[src/rtl/instruction_fetch_unit_if.sv]
// rtl/instruction_fetch_unit_if.sv - imem, redirect and decode-side handshake bundle for the fetch unit
interface instruction_fetch_unit_if;
  logic        imem_req;
  logic [31:0] imem_addr;
  logic [31:0] imem_rdata;
  logic        imem_rvalid;
  logic        redirect_valid;
  logic [31:0] redirect_pc;
  logic        if_valid;
  logic        if_ready;
  logic [31:0] if_instr;
  logic [31:0] if_pc;
  logic [31:0] if_pc4;
  logic        if_misaligned;

  modport master (
    output imem_req, imem_addr,
    input  imem_rdata, imem_rvalid,
    input  redirect_valid, redirect_pc,
    output if_valid, if_instr, if_pc, if_pc4, if_misaligned,
    input  if_ready
  );

  modport slave (
    input  imem_req, imem_addr,
    output imem_rdata, imem_rvalid,
    output redirect_valid, redirect_pc,
    input  if_valid, if_instr, if_pc, if_pc4, if_misaligned,
    output if_ready
  );
endinterface

[src/rtl/instruction_fetch_unit.sv]
// rtl/instruction_fetch_unit.sv - PC owner, single-outstanding imem fetch, 2-entry FIFO to decode
// Optional IFU_MISALIGN_TRAP_EN: misaligned redirect targets become a trap entry instead of a fetch.
module instruction_fetch_unit #(
  parameter logic [31:0] RESET_PC  = 32'h0000_0000,
  parameter logic [31:0] NOP_INSTR = 32'h0000_0013
) (
  input logic                      clk,
  input logic                      rst,
  instruction_fetch_unit_if.master bus
);
  typedef enum logic [1:0] {BOOT, REQ, WAIT} state_t;

  state_t      state_q, state_d;
  logic [31:0] pc_q, req_pc_q, target;
  logic        kill_q;
  logic [1:0]  count_q;
  logic [31:0] instr0_q, instr1_q, pc0_q, pc1_q;
  logic        mis0_q, mis1_q;
  logic        redirect, issue, data_push, push, pop, fetch_en, trap_push;
  logic [31:0] push_instr, push_pc;
  logic        push_mis;

`ifdef IFU_MISALIGN_TRAP_EN
  logic fetch_off_q, trap_pend_q, redirect_mis;

  assign redirect_mis = bus.redirect_pc[1:0] != 2'b00;
  assign target       = bus.redirect_pc;
  assign fetch_en     = !fetch_off_q;
  assign trap_push    = trap_pend_q && !redirect;

  // Fetch stays parked after a misaligned redirect until the next redirect or reset.
  always_ff @(posedge clk) begin
    if (rst) begin
      fetch_off_q <= 1'b0;
      trap_pend_q <= 1'b0;
    end else if (redirect) begin
      fetch_off_q <= redirect_mis;
      trap_pend_q <= redirect_mis;
    end else begin
      trap_pend_q <= 1'b0;
    end
  end
`else
  assign target    = {bus.redirect_pc[31:2], 2'b00};
  assign fetch_en  = 1'b1;
  assign trap_push = 1'b0;
`endif

  assign redirect   = bus.redirect_valid;
  assign data_push  = (state_q == WAIT) && bus.imem_rvalid && !kill_q && !redirect;
  assign push       = data_push || trap_push;
  assign push_instr = trap_push ? NOP_INSTR : bus.imem_rdata;
  assign push_pc    = trap_push ? pc_q : req_pc_q;
  assign push_mis   = trap_push;
  assign pop        = (count_q != 2'd0) && bus.if_ready && !redirect;

  // Issuing only while count<2 reserves the slot the response will land in.
  always_comb begin
    state_d = state_q;
    issue   = 1'b0;
    case (state_q)
      BOOT: state_d = REQ;
      REQ: begin
        if (count_q != 2'd2 && fetch_en && !redirect) begin
          issue   = 1'b1;
          state_d = WAIT;
        end
      end
      WAIT: begin
        if (bus.imem_rvalid) state_d = REQ;
      end
      default: state_d = BOOT;
    endcase
  end

  always_ff @(posedge clk) begin
    if (rst) begin
      state_q  <= BOOT;
      pc_q     <= RESET_PC;
      req_pc_q <= RESET_PC;
      kill_q   <= 1'b0;
    end else begin
      state_q <= state_d;
      if (redirect) pc_q <= target;
      else if (issue) pc_q <= pc_q + 32'd4;
      if (issue) req_pc_q <= pc_q;
      // A redirect with a request in flight marks exactly that response as stale.
      if (state_q == WAIT) begin
        if (bus.imem_rvalid) kill_q <= 1'b0;
        else if (redirect) kill_q <= 1'b1;
      end
    end
  end

  always_ff @(posedge clk) begin
    if (rst) begin
      count_q  <= 2'd0;
      instr0_q <= NOP_INSTR;
      pc0_q    <= RESET_PC;
      mis0_q   <= 1'b0;
      instr1_q <= NOP_INSTR;
      pc1_q    <= RESET_PC;
      mis1_q   <= 1'b0;
    end else if (redirect) begin
      count_q <= 2'd0;
    end else begin
      case ({push, pop})
        2'b10: begin
          if (count_q == 2'd0) begin
            instr0_q <= push_instr;
            pc0_q    <= push_pc;
            mis0_q   <= push_mis;
          end else begin
            instr1_q <= push_instr;
            pc1_q    <= push_pc;
            mis1_q   <= push_mis;
          end
          count_q <= count_q + 2'd1;
        end
        2'b01: begin
          // Slot 0 is left untouched when draining the last entry so if_pc holds.
          if (count_q == 2'd2) begin
            instr0_q <= instr1_q;
            pc0_q    <= pc1_q;
            mis0_q   <= mis1_q;
          end
          count_q <= count_q - 2'd1;
        end
        2'b11: begin
          if (count_q == 2'd1) begin
            instr0_q <= push_instr;
            pc0_q    <= push_pc;
            mis0_q   <= push_mis;
          end else begin
            instr0_q <= instr1_q;
            pc0_q    <= pc1_q;
            mis0_q   <= mis1_q;
            instr1_q <= push_instr;
            pc1_q    <= push_pc;
            mis1_q   <= push_mis;
          end
        end
        default: ;
      endcase
    end
  end

  assign bus.imem_req      = issue;
  assign bus.imem_addr     = pc_q;
  assign bus.if_valid      = count_q != 2'd0;
  assign bus.if_instr      = (count_q != 2'd0) ? instr0_q : NOP_INSTR;
  assign bus.if_pc         = pc0_q;
  assign bus.if_pc4        = pc0_q + 32'd4;
  assign bus.if_misaligned = (count_q != 2'd0) && mis0_q;
endmodule
[src/flat_wrapper.sv]
// flat-port wrapper written by rule: the top's interface ports become plain ports
module instruction_fetch_unit_flat 
#(
  parameter logic [31:0] RESET_PC  = 32'h0000_0000,
  parameter logic [31:0] NOP_INSTR = 32'h0000_0013
)
  (clk, rst, bus_imem_req, bus_imem_addr, bus_imem_rdata, bus_imem_rvalid, bus_redirect_valid, bus_redirect_pc, bus_if_valid, bus_if_instr, bus_if_pc, bus_if_pc4, bus_if_misaligned, bus_if_ready);
  instruction_fetch_unit_if bus_i ();
  input logic clk;
  input logic rst;
  output wire logic [$bits(bus_i.imem_req)-1:0] bus_imem_req;
  output wire logic [$bits(bus_i.imem_addr)-1:0] bus_imem_addr;
  input wire logic [$bits(bus_i.imem_rdata)-1:0] bus_imem_rdata;
  input wire logic [$bits(bus_i.imem_rvalid)-1:0] bus_imem_rvalid;
  input wire logic [$bits(bus_i.redirect_valid)-1:0] bus_redirect_valid;
  input wire logic [$bits(bus_i.redirect_pc)-1:0] bus_redirect_pc;
  output wire logic [$bits(bus_i.if_valid)-1:0] bus_if_valid;
  output wire logic [$bits(bus_i.if_instr)-1:0] bus_if_instr;
  output wire logic [$bits(bus_i.if_pc)-1:0] bus_if_pc;
  output wire logic [$bits(bus_i.if_pc4)-1:0] bus_if_pc4;
  output wire logic [$bits(bus_i.if_misaligned)-1:0] bus_if_misaligned;
  input wire logic [$bits(bus_i.if_ready)-1:0] bus_if_ready;
  assign bus_imem_req = bus_i.imem_req;
  assign bus_imem_addr = bus_i.imem_addr;
  assign bus_i.imem_rdata = bus_imem_rdata;
  assign bus_i.imem_rvalid = bus_imem_rvalid;
  assign bus_i.redirect_valid = bus_redirect_valid;
  assign bus_i.redirect_pc = bus_redirect_pc;
  assign bus_if_valid = bus_i.if_valid;
  assign bus_if_instr = bus_i.if_instr;
  assign bus_if_pc = bus_i.if_pc;
  assign bus_if_pc4 = bus_i.if_pc4;
  assign bus_if_misaligned = bus_i.if_misaligned;
  assign bus_i.if_ready = bus_if_ready;
  instruction_fetch_unit #(.RESET_PC(RESET_PC), .NOP_INSTR(NOP_INSTR)) u_core (.clk(clk), .rst(rst), .bus(bus_i));
endmodule
[config.mk]
export PLATFORM = sky130hd
export DESIGN_NAME = instruction_fetch_unit_flat
export DESIGN_NICKNAME = d
export VERILOG_FILES = /design/src/rtl/instruction_fetch_unit_if.sv /design/src/rtl/instruction_fetch_unit.sv /design/src/flat_wrapper.sv
export SDC_FILE = /design/constraint.sdc
export NUM_CORES = 1
export LEC_CHECK = 0
export CAP_MARGIN = 5
export CORE_MARGIN = 4
export CORE_UTILIZATION = 30
export DETAILED_ROUTE_END_ITERATION = 8
export PLACE_DENSITY = 0.65
export SYNTH_ARGS = -nofsm -noshare
export SYNTH_HDL_FRONTEND = slang
export SYNTH_SLANG_ARGS = --single-unit
[constraint.sdc]
create_clock -name clk -period 3.2 [get_ports clk]
set_clock_uncertainty 0.15 [all_clocks]
set_input_delay 0.64 -clock clk [delete_from_list [all_inputs] [get_ports clk]]
set_output_delay 0.64 -clock clk [all_outputs]
set_load 0.02 [all_outputs]
==> results.yml, run 1 <==
grt:
  grt_busiest_layer: "met2"
  met2_usage_pct: 24.70
  grt_pass1_wl_um: 40720
  grt_max_degree: 85
  grt_overflow: 0
  grt_usage_pct: 16.06
  grt_pass1_vias: 7581
  antenna_found_initial: 1
  met1_usage_pct: 23.14
  grt_use_met3_pct: 3.019
floorplanning:
  die_area_um2: 31010
  initial_core_util_pct: 30.42
  die_x_um: 176.1
  core_um2: 27860
  rows: 61
  die_h_um: 176.1
  pin_count: 200
detailed_routing:
  num_vias: 8168
  ant_nets: 0
  wirelength_um: 25440
  drt_iter0_markers: 661
  drc: 0
  drt_first_pass_iters: 5
  wl_per_cell_um: 15.47
  avgViaCountPerCell: 4.965
critical_path:
  rr_worst_depth: 12
  rrSetupSlack_ns: 0.38
  worstPathCellList: "clkdlybuf4s50_1, nand2b_1, or4b_4, ha_1, nor2b_1, or4_4, buf_12, buf_4, a221oi_1, nor3_1"
  cp_max_fo: 17
  end_kind: "register"
  crit_type: "in -> reg"
  crit_slowest_cell: "clkdlybuf4s50_1"
  r2r-start: "u_core.count_q[0]"
  required_ns: 3.34
  cp.arrival_ns: 3.22
  worst_path_largest_cell_delay_ns: 0.50
  cp-start-kind: "input port"
  rr_endpoint: "u_core.instr0_q[28]"
timing:
  fin_crit_ns: 3.081
  relSlewSlack_pct: 55.61
  finalSetupViolCount: 0
  slew_violations: 0
  min_period_over_period_pct: 96.27
  fmax_mhz: 324.6
  worst_slew_pin_slew_ns: 0.6659
  hold_violations: 0
  setup_slack_ns: 0.1194
  rsz0062_at_grt: "no"
cells_and_area:
  layout.nets: 1331
  area_growth_pct: 39.93
  mostFrequentLayoutCells: "218 x nand2_1, 187 x dfxtp_1, 170 x clkdlybuf4s50_1"
  fin_util_pct: 42.57
  layout.cells.most_common: "nand2_1"
  layout-drive-gt1-share_pct: 10.74
place:
  dp_hpwl_um: 17990
  io_buffers: 190
  dp_slack_ns: -0.6606
  place.gp.congestion: 0.8492
synth:
  synthDistinctLibCells: 52
  postSynthAreaPerCell_um2: 8.026
  ys.flop_type: "dfxtp_1"
  synthesis.area_um2: 8476
  yosys_warnings: 0
  ys_seq_elements: 189
  syn_inst: 1056
  ys_seq_area_share_pct: 44.64
  synthArstFlopShare_pct: 0
  synth_edf_count: 0
clock_network:
  clkTransAtPathRegs_ns: 0.07
  h-tree-depth: 4
  clkLatencyLatePin_ns: 0.43
  cts_root_buf: "clkbuf_16"
  clock_path_buffers: 2
  cts_sinks: 189
  numCtsBuffers: 17
  tritoncts: "built"
min_path:
  hold_depth: 2
  hold_path_class: "reg -> reg"
  min_to: "u_core.instr1_q[7]"
  hold_start: "u_core.instr1_q[7]"
flow_run:
  cap_violations: 0
power:
  ir_worst_vdd_v: 0.0002826
  p_per_area_nw_per_um2: 419.0
  p_leak_nw: 4.139
run_status:
  status: "finished clean"
## worst max-delay path by stage
stage	start	endpoint	slack [ns]	cells after the start
after detailed placement	bus_imem_rvalid	u_core.instr0_q[28]	-0.66	10
after CTS	u_core.bus.if_pc[3]	bus_if_pc4[28]	0.01	8
after global placement	bus_imem_rvalid	u_core.instr0_q[27]	-0.60	10
final	bus_imem_rvalid	u_core.instr0_q[28]	0.12	10
after global routing	u_core.bus.if_pc[5]	bus_if_pc4[29]	0.0002	7
after floorplan	bus_redirect_valid	u_core.bus.if_pc[10]	-0.02	9
## registers in the layout (all words and copies together) (netlist names)
register,cells
u_core.push_pc,30
u_core.count_q,2
u_core.kill_q,1
u_core.instr0_q,32
u_core.instr1_q,32
u_core.bus.imem_addr,30
u_core.bus.if_pc,30
u_core.pc1_q,30
u_core.state_q,2
## worst max-delay path: cells and delay by family
family / cells / cell delay (ns)
and+or+nand+nor: 5 / 1.27
buffers and inverters: 3 / 0.84
AOI/OAI and AO/OA: 1 / 0.22
adders and majority gates: 1 / 0.23
## metrics by stage
step / std cells / setup TNS, ns / instance area [um2] / hold slack, ns / power (mW)
after floorplan: 1062 / -1.123 / 8498 / 0.2861 / 2.722
after global placement: 1610 / -45.24 / 11200 / 0.2910 / 2.954
after detailed placement: 1610 / -50.53 / 11200 / 0.2961 / 2.957
after CTS: 1643 / 0 / 11820 / 0.3063 / 5.008
after global routing: 1645 / 0 / 11860 / 0.3231 / 5.150
final: 1645 / 0 / 11860 / 0.3053 / 4.970
## synth_stat cells (10+ instances only)
cell type	count	share of area, %
nor2b_1	33	2.4
xor2_1	17	1.8
a211oi_1	17	1.5
xnor2_1	33	3.4
nand3_1	25	1.5
nand2_1	219	9.7
a221oi_1	62	6.4
nor3_1	65	3.8
clkbuf_1	74	3.3
a21oi_1	100	5.9
dfxtp_1	189	45
inv_1	12	0.53
and3_1	10	0.74
nand4_1	16	1.2
nor2_1	90	4.0
## per-layer routing
layer	routed length, um	part of all wire [%]	up-vias
li1	-	-	4076
met4	393	1.5	0
met1	12350	49	3821
met3	1445	5.7	25
met5	0	0	-
met2	11250	44	246
## cells by family after synthesis
group           count (synthesis)  share of synthesized area [%]
fa+ha+maj                       9                          1.329
other cells                     1                        0.04424
flops                         189                          44.64
xor+xnor                       50                          5.167
simple gates                  503                          27.71
buf+inv                        98                          4.739
mux                             6                         0.7086
compound gates                200                          15.66
## power breakdown
part | switching, mW | total (mW) | internal, mW
Clock | 1.02 | 2.06 | 1.04
Sequential | 0.0700 | 2.47 | 2.40
Combinational | 0.229 | 0.438 | 0.209
## timing repair
action,in CTS,in global routing
cloned,1,0
gates resized for setup,24,28
hold buffers,0,0
setup buffers,0,1
setup endpoints to repair,77,65
pin swaps,0,1
## final cells by class
class,count,area [um2]
Inverter,13,48.80
Clock inverter,15,150.1
Sequential cell,189,3786
Fill cell,2756,16000
Clock buffer,17,425.4
Tap cell,378,473.0
Multi-Input combinational cell,775,4378
Antenna cell,1,2.502
Timing Repair Buffer,257,2596
Note: power is estimated with default switching activity, not from simulation.
==> run 2: changes to the inputs <==
Settings changed: CORE_UTILIZATION 30 to 45, PLACE_DENSITY 0.65 to unset, PLACE_DENSITY_LB_ADDON set to 0.3.
==> run 2 against run 1 <==
Against the previous run:
- worst hold slack about the same
- setup slack worse by 0.011 ns
- via count rose by 1.6%
- final area fell by 1.6%
- final cell count shrank 9.5%
- combinational power barely moved
- register-to-register slack got worse by 0.06 ns
- total power increased by 5.8%
- global-route usage is 6.4 points higher
- first-iteration DRC count shrank 12%
- maximum frequency fell by 0.34%
- routed wire length decreased by 4.0%
- critical path type unchanged
- largest power group unchanged
==> results.yml, run 2 (synthesized netlist as in run 1, its figures left out) <==
min_path:
  hold_start: "u_core.instr1_q[12]"
  min_to: "u_core.instr1_q[12]"
  hold_path_class: "reg -> reg"
  hold_depth: 2
critical_path:
  cp-start-kind: "input port"
  cp_max_fo: 22
  cp.arrival_ns: 3.24
  rr_worst_depth: 12
  worstPathBufferInverterCount: 3
  end_kind: "register"
  worst_path_largest_cell_delay_ns: 0.52
  crit_type: "in -> reg"
  required_ns: 3.35
  path_delay_family: "simple AND/OR/NAND/NOR gates"
  r2r-start: "u_core.count_q[0]"
  rrSetupSlack_ns: 0.32
  rr_endpoint: "u_core.instr0_q[23]"
  cp.depth: 10
  worstPathCellList: "clkdlybuf4s50_1, nand2b_1, or4b_4, ha_1, nor2b_1, or4_4, buf_12, buf_12, a221oi_1, nor3_1"
  critical_path.startpoint: "bus_imem_rvalid"
  crit_slowest_cell: "or4b_4"
  crit_top_cell: "buf_12"
cells_and_area:
  layout-drive-gt1-share_pct: 10.40
  mostFrequentLayoutCells: "218 x nand2_1, 187 x dfxtp_1, 172 x clkdlybuf4s50_1"
  area_growth_pct: 37.72
  multi_input_area_um2: 4390
  register_area_um2: 3786
  layout.nets: 1325
  layout.cells.most_common: "nand2_1"
  fin_util_pct: 63.89
  nFillCells: 1562
  diodes: 0
  reg_top3: "u_core.instr0_q x32, u_core.instr1_q x32"
detailed_routing:
  drc: 0
  ant_nets: 0
  num_vias: 8297
  wirelength_um: 24440
  drt_first_pass_iters: 5
  avgViaCountPerCell: 5.572
  drt_iter0_markers: 579
  wl_per_cell_um: 16.41
floorplanning:
  die_h_um: 145.2
  initial_core_util_pct: 46.39
  die_x_um: 145.2
  rows: 49
  core_um2: 18270
  pin_count: 200
  die_area_um2: 21090
place:
  place.gp.congestion: 0.8609
  dp_slack_ns: -0.6416
  dp_hpwl_um: 16670
  io_buffers: 190
power:
  p_per_area_nw_per_um2: 450.3
  p_total_mw: 5.256
  ir_worst_vdd_v: 0.0004192
  p_leak_nw: 4.112
clock_network:
  cts_root_buf: "clkbuf_16"
  clkTransAtPathRegs_ns: 0.07
  clock_path_buffers: 2
  numCtsBuffers: 17
  h-tree-depth: 4
  tritoncts: "built"
  cts_sinks: 189
  hold_buffers: 0
  clkLatencyLatePin_ns: 0.43
timing:
  relSlewSlack_pct: 59.20
  fmax_mhz: 323.5
  min_period_over_period_pct: 96.60
  finalSetupViolCount: 0
  setup_slack_ns: 0.1089
  hold_violations: 0
  slew_violations: 0
  worst_slew_pin_slew_ns: 0.6070
  rsz0062_at_grt: "no"
  fin_crit_ns: 3.091
grt:
  grt_max_degree: 71
  grt_overflow: 0
  grt_pass1_vias: 7694
  antenna_found_initial: 0
  grt_pass1_wl_um: 39760
  grt_usage_pct: 22.45
run_status:
  status: "finished clean"
flow_run:
  cap_violations: 0
-- run 2: cell types whose count changed in the layout (fill, tap and decap cells not counted), moves of 2 or more --
cell and delta:
buf_4 -2, clkdlybuf4s50_1 +2, dlymetal6s2s_1 -2, buf_12 -3, a221oi_2 +3, bufinv_16 +5
inv_8 -6, a221oi_1 -3, inv_6 +2
-- run 2: area by class of cell --
class	count	area share, %
inverter	13	0.4181
tap	229	2.455
clock buffer	17	3.645
clock inverter	15	2.005
sequential	189	32.44
timing repair buffer	251	21.43
multi-input combinational	775	37.61
-- run 2: layer usage --
| layer | global-route usage (%) | wire [um] | vias to the layer above |
|---|---|---|---|
| li1 | - | - | 4064 |
| met1 | 31.67 | 11200 | 3884 |
| met2 | 34.89 | 11120 | 316 |
| met3 | 5.145 | 1782 | 33 |
| met4 | 5.840 | 334 | 0 |
| met5 | 0 | 0 | - |
-- run 2: worst min-delay path, stage by stage, from the launching register on --
cell,delay (ns)
dfxtp_1,0.31
nand2_1,0.05
a21oi_1,0.05
-- run 2: how the worst max path moves through the flow --
stage	endpoint	slack, ns
floorplan	u_core.bus.if_pc[10]	-0.02
global placement	u_core.instr0_q[18]	-0.58
detailed placement	u_core.instr0_q[18]	-0.64
CTS	bus_if_pc4[28]	0.008
global route	u_core.instr0_q[21]	0.0008
finish	u_core.instr0_q[23]	0.11
-- run 2: stage by stage --
step | instances | hold slack [ns] | cell area (um2) | setup TNS (ns)
after floorplan | 1062 | 0.2861 | 8498 | -1.123
after global placement | 1455 | 0.2911 | 10920 | -34.38
after detailed placement | 1455 | 0.2961 | 10920 | -41.68
after CTS | 1489 | 0.3056 | 11650 | 0
after global routing | 1489 | 0.3220 | 11670 | 0
final | 1489 | 0.3048 | 11670 | 0
-- run 2: repair_timing --
action	CTS	global route
gates cloned	1	0
endpoints found under the setup margin	73	23
pin swaps	1	1
setup buffers	1	0
gates resized for setup	30	25
-- run 2: power breakdown --
group          switching, mW  internal (mW)  leakage (nW)
Clock                  0.948           1.40         0.311
Combinational          0.228          0.211          2.27
Sequential            0.0679           2.40          1.53
Total                   1.24           4.01          4.11
==> run 3: changes to the inputs <==
Settings changed: CELL_PAD_IN_SITES_DETAIL_PLACEMENT set to 1, CELL_PAD_IN_SITES_GLOBAL_PLACEMENT set to 1, CORE_UTILIZATION 45 to 33.
==> run 3 against run 2 <==
Against the previous run:
- total power decreased by 4.6%
- final area increased by 0.43%
- via count about the same
- count of clock-buffer cells in the layout unchanged
- sequential power about the same
- first-iteration DRC count decreased by 14%
- utilization decreased by 17 points
- die area increased by 34%
- register-to-register slack got worse by 0.07 ns
- global-route usage decreased by 2.9 points
- critical path type unchanged
==> results.yml, run 3 (synthesized netlist as in run 1, its figures left out) <==
power:
  p_per_area_nw_per_um2: 427.8
  p_leak_nw: 4.163
  ir_worst_vdd_v: 0.0002606
  p_total_mw: 5.015
cells_and_area:
  mostFrequentLayoutCells: "218 x nand2_1, 187 x dfxtp_1, 168 x clkdlybuf4s50_1"
  fin_util_pct: 46.42
  fin_cells: 1596
  diodes: 0
  reg_top3: "u_core.instr0_q x32, u_core.instr1_q x32"
  stdcell_area_um2: 11720
  area_growth_pct: 38.31
  layout.cells.most_common: "nand2_1"
  layout-drive-gt1-share_pct: 10.90
  layout.nets: 1331
floorplanning:
  die_x_um: 168.3
  rows: 58
  die_area_um2: 28310
  pin_count: 200
  core_um2: 25250
  die_h_um: 168.3
  initial_core_util_pct: 33.56
grt:
  grt_max_degree: 93
  grt_usage_pct: 19.53
  grt_pass1_wl_um: 45650
  antenna_found_initial: 0
  grt_pass1_vias: 8327
  grt_overflow: 0
timing:
  relSlewSlack_pct: 51.22
  slew_violations: 0
  fin_crit_ns: 3.099
  finalSetupViolCount: 0
  hold_violations: 0
  hold_ws_ns: 0.3042
  fmax_mhz: 322.6
  worst_slew_pin_slew_ns: 0.7317
  min_period_over_period_pct: 96.86
detailed_routing:
  drt_iter0_markers: 499
  ant_nets: 0
  drt_first_pass_iters: 6
  wirelength_um: 27870
  wl_per_cell_um: 17.46
  num_vias: 8289
  avgViaCountPerCell: 5.194
  drc: 0
clock_network:
  hold_buffers: 0
  cts_sinks: 189
  h-tree-depth: 4
  tritoncts: "built"
  clkLatencyLatePin_ns: 0.44
  clkTransAtPathRegs_ns: 0.07
  clock_path_buffers: 2
  numCtsBuffers: 17
  cts_root_buf: "clkbuf_16"
critical_path:
  r2r-start: "u_core.count_q[0]"
  end_kind: "register"
  cp.arrival_ns: 3.23
  required_ns: 3.33
  cp-start-kind: "input port"
  critPathCapture: "u_core.bus.if_pc[23]"
  rrSetupSlack_ns: 0.25
  cp_max_fo: 17
  critical_path.startpoint: "bus_imem_rvalid"
  crit_type: "in -> reg"
  rr_worst_depth: 11
  rr_endpoint: "u_core.bus.if_pc[23]"
place:
  io_buffers: 190
  dp_hpwl_um: 19130
  place.gp.congestion: 0.8186
  dp_cells: 1561
  place_area_um2: 11060
flow_run:
  cap_violations: 0
run_status:
  status: "finished clean"
min_path:
  hold_path_class: "reg -> reg"
run 3: stage by stage:
step	setup WS, ns	setup TNS (ns)
after global routing	-0.005488	-0.005488
after floorplan	-0.02258	-1.123
after detailed placement	-0.5981	-39.29
after global placement	-0.5320	-32.23
after CTS	-0.05719	-0.05719
final	0.1006	0
run 3: timing repair:
| action | 4_1_cts | 5_1_grt |
|---|---|---|
| endpoints found under the setup margin | 79 | 73 |
| gates resized for setup | 32 | 30 |
| pin swaps | 1 | 4 |
| buffers inserted | 0 | 1 |
| cloned | 2 | 0 |
run 3: power by group:
part           leakage, nW  internal, mW  switching (mW)  total (mW)
clock network        0.293          1.06            1.05        2.11
registers             1.53          2.40          0.0687        2.47
logic                 2.34         0.209           0.233       0.442
total                 4.16          3.67            1.35        5.01
run 3: worst max-delay path: stages:
cell,delay [ns]
clkdlybuf4s50_1,0.50
nand2b_1,0.08
or4b_4,0.51
ha_1,0.23
nor2b_1,0.14
or4_4,0.53
buf_12,0.21
a221oi_1,0.29
nor3_1,0.10
run 3: layout make-up:
| cell class | instances | area [um2] |
|---|---|---|
| clock inverters | 15 | 162.7 |
| well taps | 330 | 412.9 |
| fillers | 3000 | 13530 |
| flip-flops and latches | 189 | 3786 |
| clock buffers | 17 | 425.4 |
| repair buffers | 257 | 2517 |
| multi-input cells | 775 | 4369 |
| inverters | 13 | 48.80 |
run 3: layer usage:
layer	GRT usage, %	routed length (um)	up-vias
li1	-	-	4067
met3	3.710	1443	22
met4	4.234	289	0
met1	27.97	13540	3978
met2	30.68	12600	222
met5	0	0	-
run 3: how the worst min path moves through the flow:
stage                              from                  end  cells past startpoint
CTS                     u_core.pc1_q[8]      u_core.pc1_q[8]                      2
floorplan           u_core.instr1_q[10]  u_core.instr1_q[10]                      2
global placement    u_core.instr1_q[22]  u_core.instr1_q[22]                      2
finish                 u_core.pc1_q[20]     u_core.pc1_q[20]                      2
detailed placement      u_core.pc1_q[8]      u_core.pc1_q[8]                      2
global route           u_core.pc1_q[23]     u_core.pc1_q[23]                      2
